File: src/rtl/mem_arbiter.sv
// Single-port RAM arbiter shared by instruction fetch, execute-unit bursts
// and draw-unit sprite reads. One transaction at a time, fixed priority
// fetch > exec > draw, sampled only while idle. Read bytes come back through
// a one-deep capture pipeline aligned to the RAM's one-cycle read latency.
module mem_arbiter #(
    parameter int ADDR_W = 12
) (
    input  logic              clock,
    input  logic              resetN,

    input  logic              fetch_req,
    input  logic [ADDR_W-1:0] fetch_addr,
    output logic              fetch_ack,
    output logic [15:0]       fetch_data,

    input  logic              ex_req,
    input  logic              ex_write,
    input  logic [ADDR_W-1:0] ex_addr,
    input  logic [4:0]        ex_len,
    output logic [3:0]        ex_widx,
    input  logic [7:0]        ex_wdata,
    output logic              ex_rvalid,
    output logic [3:0]        ex_ridx,
    output logic [7:0]        ex_rdata,
    output logic              ex_done,

    input  logic              dr_req,
    input  logic [ADDR_W-1:0] dr_addr,
    input  logic [3:0]        dr_len,
    output logic              dr_rvalid,
    output logic [3:0]        dr_ridx,
    output logic [7:0]        dr_rdata,
    output logic              dr_done,

    output logic [ADDR_W-1:0] mem_addr,
    output logic              mem_we,
    output logic [7:0]        mem_wdata,
    input  logic [7:0]        mem_rdata,

    output logic              busy,
    output logic [1:0]        grant
);

    typedef enum logic [1:0] {
        S_IDLE     = 2'd0,
        S_ISSUE    = 2'd1,
        S_WAIT     = 2'd2,
        S_COMPLETE = 2'd3
    } state_t;

    localparam logic [1:0] OWN_NONE  = 2'd0;
    localparam logic [1:0] OWN_FETCH = 2'd1;
    localparam logic [1:0] OWN_EXEC  = 2'd2;
    localparam logic [1:0] OWN_DRAW  = 2'd3;

    // Execute bursts never exceed one 16-register bank.
    function automatic logic [4:0] clamp_len(input logic [4:0] len);
        return (len > 5'd16) ? 5'd16 : len;
    endfunction

    state_t            state;
    logic              wr_q;
    logic [4:0]        len_q;
    logic [3:0]        k_q;
    logic [ADDR_W-1:0] base_q;

    logic              req_any;
    logic [1:0]        sel_owner;
    logic [ADDR_W-1:0] sel_base;
    logic [4:0]        sel_len;
    logic              sel_wr;
    logic              last_beat;
    logic              enter_cpl;
    logic [1:0]        cpl_owner;

    logic              vld_p0;
    logic [3:0]        idx_p0;
    logic [1:0]        own_p0;
    logic [7:0]        hold_p1;

    // Fixed-priority selection of the transaction that would start this cycle
    always_comb begin
        req_any   = fetch_req | ex_req | dr_req;
        sel_owner = OWN_NONE;
        sel_base  = '0;
        sel_len   = 5'd0;
        sel_wr    = 1'b0;
        if (fetch_req) begin
            sel_owner = OWN_FETCH;
            sel_base  = fetch_addr;
            sel_len   = 5'd2;
        end else if (ex_req) begin
            sel_owner = OWN_EXEC;
            sel_base  = ex_addr;
            sel_len   = clamp_len(ex_len);
            sel_wr    = ex_write;
        end else if (dr_req) begin
            sel_owner = OWN_DRAW;
            sel_base  = dr_addr;
            sel_len   = {1'b0, dr_len};
        end
    end

    // Detect the edge that moves the FSM into COMPLETE and who owns it
    always_comb begin
        last_beat = ({1'b0, k_q} == (len_q - 5'd1));
        enter_cpl = 1'b0;
        cpl_owner = grant;
        case (state)
            S_IDLE: begin
                enter_cpl = req_any && (sel_len == 5'd0);
                cpl_owner = sel_owner;
            end
            S_ISSUE:    enter_cpl = last_beat && wr_q;
            S_WAIT:     enter_cpl = 1'b1;
            default:    enter_cpl = 1'b0;
        endcase
    end

    // Write data is returned combinationally by the requester for the current index
    assign mem_wdata = mem_we ? ex_wdata : 8'd0;

    // Transaction FSM with registered RAM command, grant and completion pulses
    always_ff @(posedge clock or negedge resetN) begin
        if (!resetN) begin
            state     <= S_IDLE;
            grant     <= OWN_NONE;
            busy      <= 1'b0;
            wr_q      <= 1'b0;
            len_q     <= 5'd0;
            k_q       <= 4'd0;
            mem_addr  <= '0;
            mem_we    <= 1'b0;
            ex_widx   <= 4'd0;
            fetch_ack <= 1'b0;
            ex_done   <= 1'b0;
            dr_done   <= 1'b0;
        end else begin
            fetch_ack <= enter_cpl && (cpl_owner == OWN_FETCH);
            ex_done   <= enter_cpl && (cpl_owner == OWN_EXEC);
            dr_done   <= enter_cpl && (cpl_owner == OWN_DRAW);
            case (state)
                S_IDLE: begin
                    if (req_any) begin
                        grant <= sel_owner;
                        busy  <= 1'b1;
                        wr_q  <= sel_wr;
                        len_q <= sel_len;
                        k_q   <= 4'd0;
                        if (sel_len == 5'd0) begin
                            state <= S_COMPLETE;
                        end else begin
                            state    <= S_ISSUE;
                            mem_addr <= sel_base;
                            mem_we   <= sel_wr;
                            ex_widx  <= 4'd0;
                        end
                    end
                end
                S_ISSUE: begin
                    if (last_beat) begin
                        mem_addr <= '0;
                        mem_we   <= 1'b0;
                        ex_widx  <= 4'd0;
                        state    <= wr_q ? S_COMPLETE : S_WAIT;
                    end else begin
                        k_q      <= k_q + 4'd1;
                        mem_addr <= base_q + ADDR_W'(k_q) + ADDR_W'(1);
                        ex_widx  <= wr_q ? (k_q + 4'd1) : 4'd0;
                    end
                end
                S_WAIT: begin
                    state <= S_COMPLETE;
                end
                default: begin
                    state <= S_IDLE;
                    busy  <= 1'b0;
                    grant <= OWN_NONE;
                end
            endcase
        end
    end

    // Base address and first fetch byte are pure data and need no reset
    always_ff @(posedge clock) begin
        if (state == S_IDLE && req_any)
            base_q <= sel_base;
        if (vld_p0 && own_p0 == OWN_FETCH && idx_p0 == 4'd0)
            hold_p1 <= mem_rdata;
    end

    // Read capture: p0 marks a cycle in which mem_rdata answers last cycle's address
    always_ff @(posedge clock or negedge resetN) begin
        if (!resetN) begin
            vld_p0     <= 1'b0;
            idx_p0     <= 4'd0;
            own_p0     <= OWN_NONE;
            ex_rvalid  <= 1'b0;
            ex_ridx    <= 4'd0;
            ex_rdata   <= 8'd0;
            dr_rvalid  <= 1'b0;
            dr_ridx    <= 4'd0;
            dr_rdata   <= 8'd0;
            fetch_data <= 16'd0;
        end else begin
            // stage p0: read address issued this cycle
            vld_p0 <= (state == S_ISSUE) && !wr_q;
            idx_p0 <= k_q;
            own_p0 <= grant;
            // stage p1: byte registered toward its requester
            ex_rvalid <= vld_p0 && (own_p0 == OWN_EXEC);
            ex_ridx   <= (vld_p0 && own_p0 == OWN_EXEC) ? idx_p0 : 4'd0;
            ex_rdata  <= (vld_p0 && own_p0 == OWN_EXEC) ? mem_rdata : 8'd0;
            dr_rvalid <= vld_p0 && (own_p0 == OWN_DRAW);
            dr_ridx   <= (vld_p0 && own_p0 == OWN_DRAW) ? idx_p0 : 4'd0;
            dr_rdata  <= (vld_p0 && own_p0 == OWN_DRAW) ? mem_rdata : 8'd0;
            if (vld_p0 && own_p0 == OWN_FETCH && idx_p0 == 4'd1)
                fetch_data <= {hold_p1, mem_rdata};
        end
    end

endmodule

File: config.mk
export PLATFORM = sky130hd
export DESIGN_NAME = mem_arbiter
export DESIGN_NICKNAME = d
export VERILOG_FILES = /design/src/rtl/mem_arbiter.sv
export SDC_FILE = /design/constraint.sdc
export NUM_CORES = 1
export LEC_CHECK = 0
export ABC_AREA = 1
export CAP_MARGIN = 20
export CORE_UTILIZATION = 40
export DETAILED_ROUTE_END_ITERATION = 12
export GPL_ROUTABILITY_DRIVEN = 0
export PLACE_DENSITY = 0.69
export SLEW_MARGIN = 20
export SYNTH_ARGS = -nofsm -noshare
export SYNTH_HDL_FRONTEND = slang
export SYNTH_SLANG_ARGS = --single-unit
export TNS_END_PERCENT = 50
File: constraint.sdc
create_clock -name clock -period 5.99 [get_ports clock]
set_input_delay 0.8985 -clock clock [delete_from_list [all_inputs] [get_ports clock]]
set_output_delay 0.8985 -clock clock [all_outputs]
set_load 0.05 [all_outputs]
==> results of run 1 <==
path summary, 6_finish.rpt:
check	endpoint	cells after the start	from
hold / removal	ex_rvalid	1	own_p0[0]
hold reg to reg	ex_rvalid	1	own_p0[0]
max in group asynchronous	vld_p0	1	resetN
setup / recovery	mem_wdata[1]	4	ex_wdata[1]
min in group asynchronous	fetch_data[4]	1	resetN
setup reg to reg	ex_done	8	state[0]
area by class of cell:
class | instances | area (sq um) | share of cell area
clock buffer | 10 | 229 | 0.0341
sequential | 104 | 2700 | 0.402
tap | 147 | 184 | 0.0274
inverter | 71 | 272 | 0.0404
multi-input combinational | 381 | 1880 | 0.279
clock inverter | 6 | 60.1 | 0.00894
timing repair buffer | 139 | 1390 | 0.207
power by group through the flow:
| stage | Combinational, mW | Clock (mW) | Sequential (mW) |
|---|---|---|---|
| floorplan | 0.673 | 0 | 1.39 |
| global placement | 1.43 | 0 | 1.06 |
| detailed placement | 1.47 | 0 | 1.06 |
| CTS | 1.47 | 0.576 | 1.05 |
| global route | 1.61 | 0.609 | 1.07 |
| finish | 1.47 | 0.564 | 1.05 |
cell usage after synthesis, types with 2 or more instances:
cell type	count	area, sq um
buf_4	5	37.5
o21ai_1	2	10.0
inv_1	65	244
dfrtp_1	84	2100
nor3_1	4	20.0
a22oi_1	11	82.6
buf_2	3	15.0
xnor2_1	2	17.5
o21ai_0	42	210
nor2_1	50	188
nor2_2	2	12.5
edfxtp_1	20	601
a21oi_1	5	25.0
nand2_4	3	33.8
xor2_1	3	26.3
nand3_2	2	20.0
nand3_1	35	175
nand2_1	184	691
inv_4	2	12.5
clkbuf_1	8	30.0
ha_1	10	125
inv_2	3	11.3
nand4_1	9	56.3
nand2_2	2	12.5
mux2_2	9	101
flip-flops by register name (all words and copies together) (netlist names):
register and cells:
ex_rdata 8, base_q 12, dr_rdata 8, hold_p1 8
dr_ridx 4, mem_addr 12, ex_widx 4, grant 2
vld_p0 1, k_q 4, len_q 5, wr_q 1
own_p0 2, ex_ridx 4, mem_we 1, fetch_ack 1
fetch_data 16, state 2, ex_rvalid 1, ex_done 1
dr_done 1, dr_rvalid 1, busy 1, idx_p0 4
routing by layer:
metal  up-vias  global-route usage
li1       2087                   -
met1      1964               0.255
met2       169               0.314
met3        17              0.0343
met4         0              0.0632
met5         -                   0
metrics by stage:
step | utilization | cell area [sq um] | instances | setup WS (ns) | hold slack [ns]
after CTS | 0.559 | 6710 | 858 | 2.82 | 0.465
after floorplan | - | 4940 | 573 | 3.81 | 0.422
after detailed placement | 0.535 | 6420 | 842 | 2.52 | 0.450
final | 0.559 | 6720 | 858 | 2.83 | 0.460
after global routing | 0.559 | 6720 | 858 | 2.58 | 0.479
after global placement | 0.535 | 6420 | 842 | 2.68 | 0.437
critical path, stage by stage:
cell             delay (ns)
clkdlybuf4s50_1        0.45
nand2_1                0.05
inv_1                  0.06
clkdlybuf4s50_1        0.79
logic make-up (layout without fill, tap and decap cells):
| logic type | after synthesis | count (layout) | share of synthesized area |
|---|---|---|---|
| and+or+nand+nor | 294 | 294 | 0.250 |
| xor gates and xnor gates | 5 | 5 | 0.00886 |
| AOI/OAI and AO/OA | 62 | 62 | 0.0711 |
| adders and majority gates | 11 | 11 | 0.0294 |
| buffers and inverters | 88 | 226 | 0.0739 |
| muxes | 9 | 9 | 0.0205 |
| DFF | 104 | 104 | 0.547 |
==> impl_results.md, run 1 <==
- GRT Overall Usage: 0.191
- Vias: 4,237
- Cell row count: 40
- Pin count of the biggest net entering global routing: 85
- CTS hold repair buffers: 0
- Endpoint class of the critical path: output pin
- Global-route wire length before repair: 19,500 um
- Worst min path class: register to register
- Syn Nets: 651
- Layout cells sized above 1: 0.0577
- Antenna Nets Post-Route: 0
- Flop2flop setup slack: 3.57 ns
- Clock latency on the worst-skew pair: 0.34 ns
- Clock Skews: 0.00815 ns
- H-tree levels: 3
- Crit path required time: 5.09 ns
- IO buf count: 139
- Predominant post-synthesis flop cell: dfrtp_1
- Initial core utilization: 0.412
- Max-slew headroom: 0.372
- Synthesized area per cell: 8.63 sq um
- Switching share of power: 0.453
- Startpoint Class: input pin
- Vias in the first global route: 4,187
- CP max FO: 1
- Fin. Hold Viols: 0
- GR Overflow Total: 0
- Critical Path AT: 2.26 ns
- CTS buffer count: 9
- Post-synth EDFFs: 20
- Ys Warns: 0
- Clock Power Share: 0.183
- Slew at the pin with the worst max-slew slack: 0.940 ns
- Setup violations, final: 0
- Dpl hpwl: 8720 um
- WL final: 11,500 um
- Drt pass-1 iters: 5
- Max_cap viols: 0
- Combinational power share: 0.476
- Internal power: 1.69 mW
- Power density over the cells: 458 nW/um^2
- DR top layer: met4
- FFs w/ async S/R, synth: 0.808
- Period utilization: 0.527
- Synth unique cells: 33
- Sequential area share after synthesis: 0.547
- Met2 wire len: 5400 um
- CTS tree: done
- Vias/cell: 4.94
- Register share of total power: 0.341
- Clock sinks: 104
- Wl on met1: 5260 um
- Commonest non-fill, non-tap cell in the layout: nand2_1
- Layout Nets: 784
- NetSw: 1.39 mW
- Setup tns final: 0 ns
- Die H: 113 um
- Clock Path Buffers: 2
- Most frequent cells in the layout: 184 x nand2_1, 138 x clkdlybuf4s50_1, 84 x dfrtp_1
- Die ar.: 12,800 sq um
- Fill cell count: 1,076
- Root buffer cell: clkbuf_16
- Tot Pwr: 3.08 mW
- Peak VDD IR: 0.000202 V
- Outcome: finished clean
- # diodes: 0
- Antenna violations before repair: 0
- Syn Inst Count: 573
- Setup repair bufs after CTS: 0
- Met3 wire len: 685 um
- Cell Area, Synth: 4940 sq um
- Area grow syn2layout: 35.8%
- Ports: 140
- Final min period: 3.16 ns
- Die X: 113 um
- # DRC: 0
- Static leakage: 3.23 nW
- Wire per inst: 13.4 um
- RSZ-0062 raised after global routing: false
- Area of the core: 12,000 sq um
- Crit Path Category: input pin to output pin
- Maximum clock rate: 317 MHz
- FF+latch count, synth: 104
- Slew Limit Fails: 0
- Starting DRC count in detailed routing: 338
- Clk slew on worst S/H paths: 0.07 ns
- Post-cts resize count: 0
Power figures use the tool's default switching activity.
==> run 2: changes to the inputs <==
Clock period 5.99 ns to 3.1 ns, I/O delays scaled along.
==> run 2 against run 1 <==
Sequential power rose by 93%. Register-to-register slack got worse by 2.8 ns. Core utilization increased by 0.46 points. Highest routed layer unchanged. Worst setup slack got worse by 2.1 ns. First-iteration DRC count is 29% lower. Design area grew 0.82%. Largest cell class unchanged. Non-clock buffer count rose by 4. Final cell count increased by 0.47%. Sequential share of layout area decreased by 0.33 points. Global-route usage up 0.47 points.
==> impl_results.md, run 2 (synthesis gave the netlist of run 1 again) <==
- Outcome: finished clean
- # DRC: 0 (unchanged)
- Max_cap viols: 0 (unchanged)
- GRT Overall Usage: 0.195 (+0.00466)
- Fill cell count: 1,065 (-1.0%)
- Register share of total power: 0.336 (-0.005)
- Post-cts resize count: 0 (unchanged)
- Period utilization: 0.753
- Setup violations, final: 0 (unchanged)
- Most frequent cells in the layout: 184 x nand2_1, 138 x clkdlybuf4s50_1, 84 x dfrtp_1
- Clock sinks: 104 (unchanged)
- GR Overflow Total: 0 (unchanged)
- Cell row count: 40 (unchanged)
- Setup repair bufs after CTS: 0 (unchanged)
- Critical Path AT: 1.87 ns (-0.39 ns)
- Root buffer cell: clkbuf_16
- Area of the core: 12,000 sq um (unchanged)
- Internal power: 3.35 mW (+99%)
- Clock Power Share: 0.194 (+0.011)
- Vias in the first global route: 4,129 (-1.4%)
- Startpoint Class: register
- Combinational power share: 0.470 (-0.006)
- Max-slew headroom: 0.505 (+0.133)
- Ports: 140 (unchanged)
- Setup tns final: 0 ns (unchanged)
- Static leakage: 3.26 nW (+1.0%)
- Drt pass-1 iters: 4 (-1)
- Dpl cell area: 6450 sq um (+0.47%)
- Worst path slowest cell: clkdlybuf4s50_1
- NetSw: 2.71 mW (+94%)
- Max FFs per register: 16 (unchanged)
- Power density over the cells: 895 nW/um^2 (+95%)
- Layout Utilization: 0.564 (+0.00458)
- Antenna Nets Post-Route: 0 (unchanged)
- Largest Register: fetch_data
- Clock latency on the worst-skew pair: 0.35 ns (about the same)
- Area grow syn2layout: 37.0%
- Clock Skews: 0.00838 ns (+0.000234 ns)
- Vias: 4,234 (-0.071%)
- Crit Path Category: register to output pin
- Final min period: 2.34 ns
- Layout cells sized above 1: 0.0643 (+0.00667)
- Largest regs: fetch_data (16), base_q (12), mem_addr (12)
- IO buf count: 139 (unchanged)
- Crit path required time: 2.63 ns (-2.46 ns)
- Crit-path cells: nand2_1, inv_1, clkdlybuf4s50_1
- Peak VDD IR: 0.000314 V (+55%)
- Endpoint class of the critical path: output pin
- Die ar.: 12,800 sq um (unchanged)
- Starting DRC count in detailed routing: 241 (-29%)
- Tot Pwr: 6.06 mW (+97%)
- Switching share of power: 0.447 (-0.00530)
- Fin. Hold Viols: 0 (unchanged)
- Worst min path class: input pin to async pin
- Vias/cell: 4.91 (-0.53%)
- Finished Cell Area: 6770 sq um (+0.82%)
- Clock Path Buffers: 2 (unchanged)
- Clk slew on worst S/H paths: 0.07 ns (about the same)
- H-tree levels: 3 (unchanged)
- Maximum clock rate: 428 MHz
- Slew Limit Fails: 0 (unchanged)
- # diodes: 0 (unchanged)
- Slew at the pin with the worst max-slew slack: 0.742 ns (-0.197 ns)
- Crit-path max cell delay: 0.79 ns (about the same)
- RSZ-0062 raised after global routing: false
- Pin count of the biggest net entering global routing: 85 (unchanged)
- CTS buffer count: 9 (unchanged)
- CP max FO: 10 (+9)
- Die X: 113 um (unchanged)
- Die H: 113 um (unchanged)
- Initial core utilization: 0.412 (unchanged)
- CTS hold repair buffers: 0 (unchanged)
- Wire per inst: 13.4 um (about the same)
- Commonest non-fill, non-tap cell in the layout: nand2_1
- WL final: 11,600 um (+0.48%)
- Global-route wire length before repair: 19,800 um (+1.2%)
- Dpl hpwl: 8910 um (+2.1%)
- CTS tree: done
- Layout Nets: 788 (+0.51%)
- Antenna violations before repair: 0 (unchanged)
-- run 2: changes by cell type in the layout (fill, tap and decap cells not counted) --
cell	delta
inv_8	+1
inv_6	-1
buf_4	+4
bufinv_16	+1
clkbuf_1	-1
clkinv_2	+1
clkinv_4	-1
-- run 2: final timing paths --
kind	from	end	slack, ns	cells after the start
setup / recovery	mem_we	mem_wdata[1]	0.76	3
hold / removal	resetN	dr_rdata[4]	0.15	1
setup reg to reg	k_q[0]	mem_addr[8]	0.79	9
hold reg to reg	grant[1]	own_p0[1]	0.45	0
max in group asynchronous	resetN	fetch_data[10]	2.43	1
min in group clock	grant[1]	own_p0[1]	0.45	0
-- run 2: through the flow --
step	std cells	setup slack (ns)	hold slack, ns
2_1_floorplan	573	1.17	0.169
5_1_grt	862	0.547	0.223
4_1_cts	862	0.749	0.337
6_report	862	0.764	0.150
3_5_place_dp	846	0.764	0.429
3_3_place_gp	846	0.794	0.423
-- run 2: power groups by stage --
stage               clock (mW)  sequential [mW]  combinational, mW
floorplan                    0             2.69               1.30
detailed placement           0             2.06               2.85
global placement             0             2.04               2.78
finish                    1.18             2.03               2.85
CTS                       1.20             2.03               2.86
global route              1.27             2.08               3.12
-- run 2: metal layers --
metal | up-vias | track usage | wire length (um)
met5 | - | 0 | 0
met4 | 0 | 0.0798 | 259
met3 | 22 | 0.0391 | 704
met2 | 156 | 0.326 | 5500
met1 | 1955 | 0.249 | 5110
li1 | 2101 | - | -
-- run 2: area by class of cell --
cell class	instances	area (sq um)	share of cell area
sequential	104	2700	0.399
tap	147	184	0.0272
timing repair buffer	143	1420	0.210
multi-input combinational	381	1880	0.277
clock buffer	9	225	0.0333
clock inverter	7	88.8	0.0131
inverter	71	272	0.0401
-- run 2: worst max-delay path, delay by kind of cell, from the launching register on --
kind,cells,cell delay [ns]
buffers and inverters,2,0.86
flip-flops,1,0.57
AND/OR/NAND/NOR,1,0.10
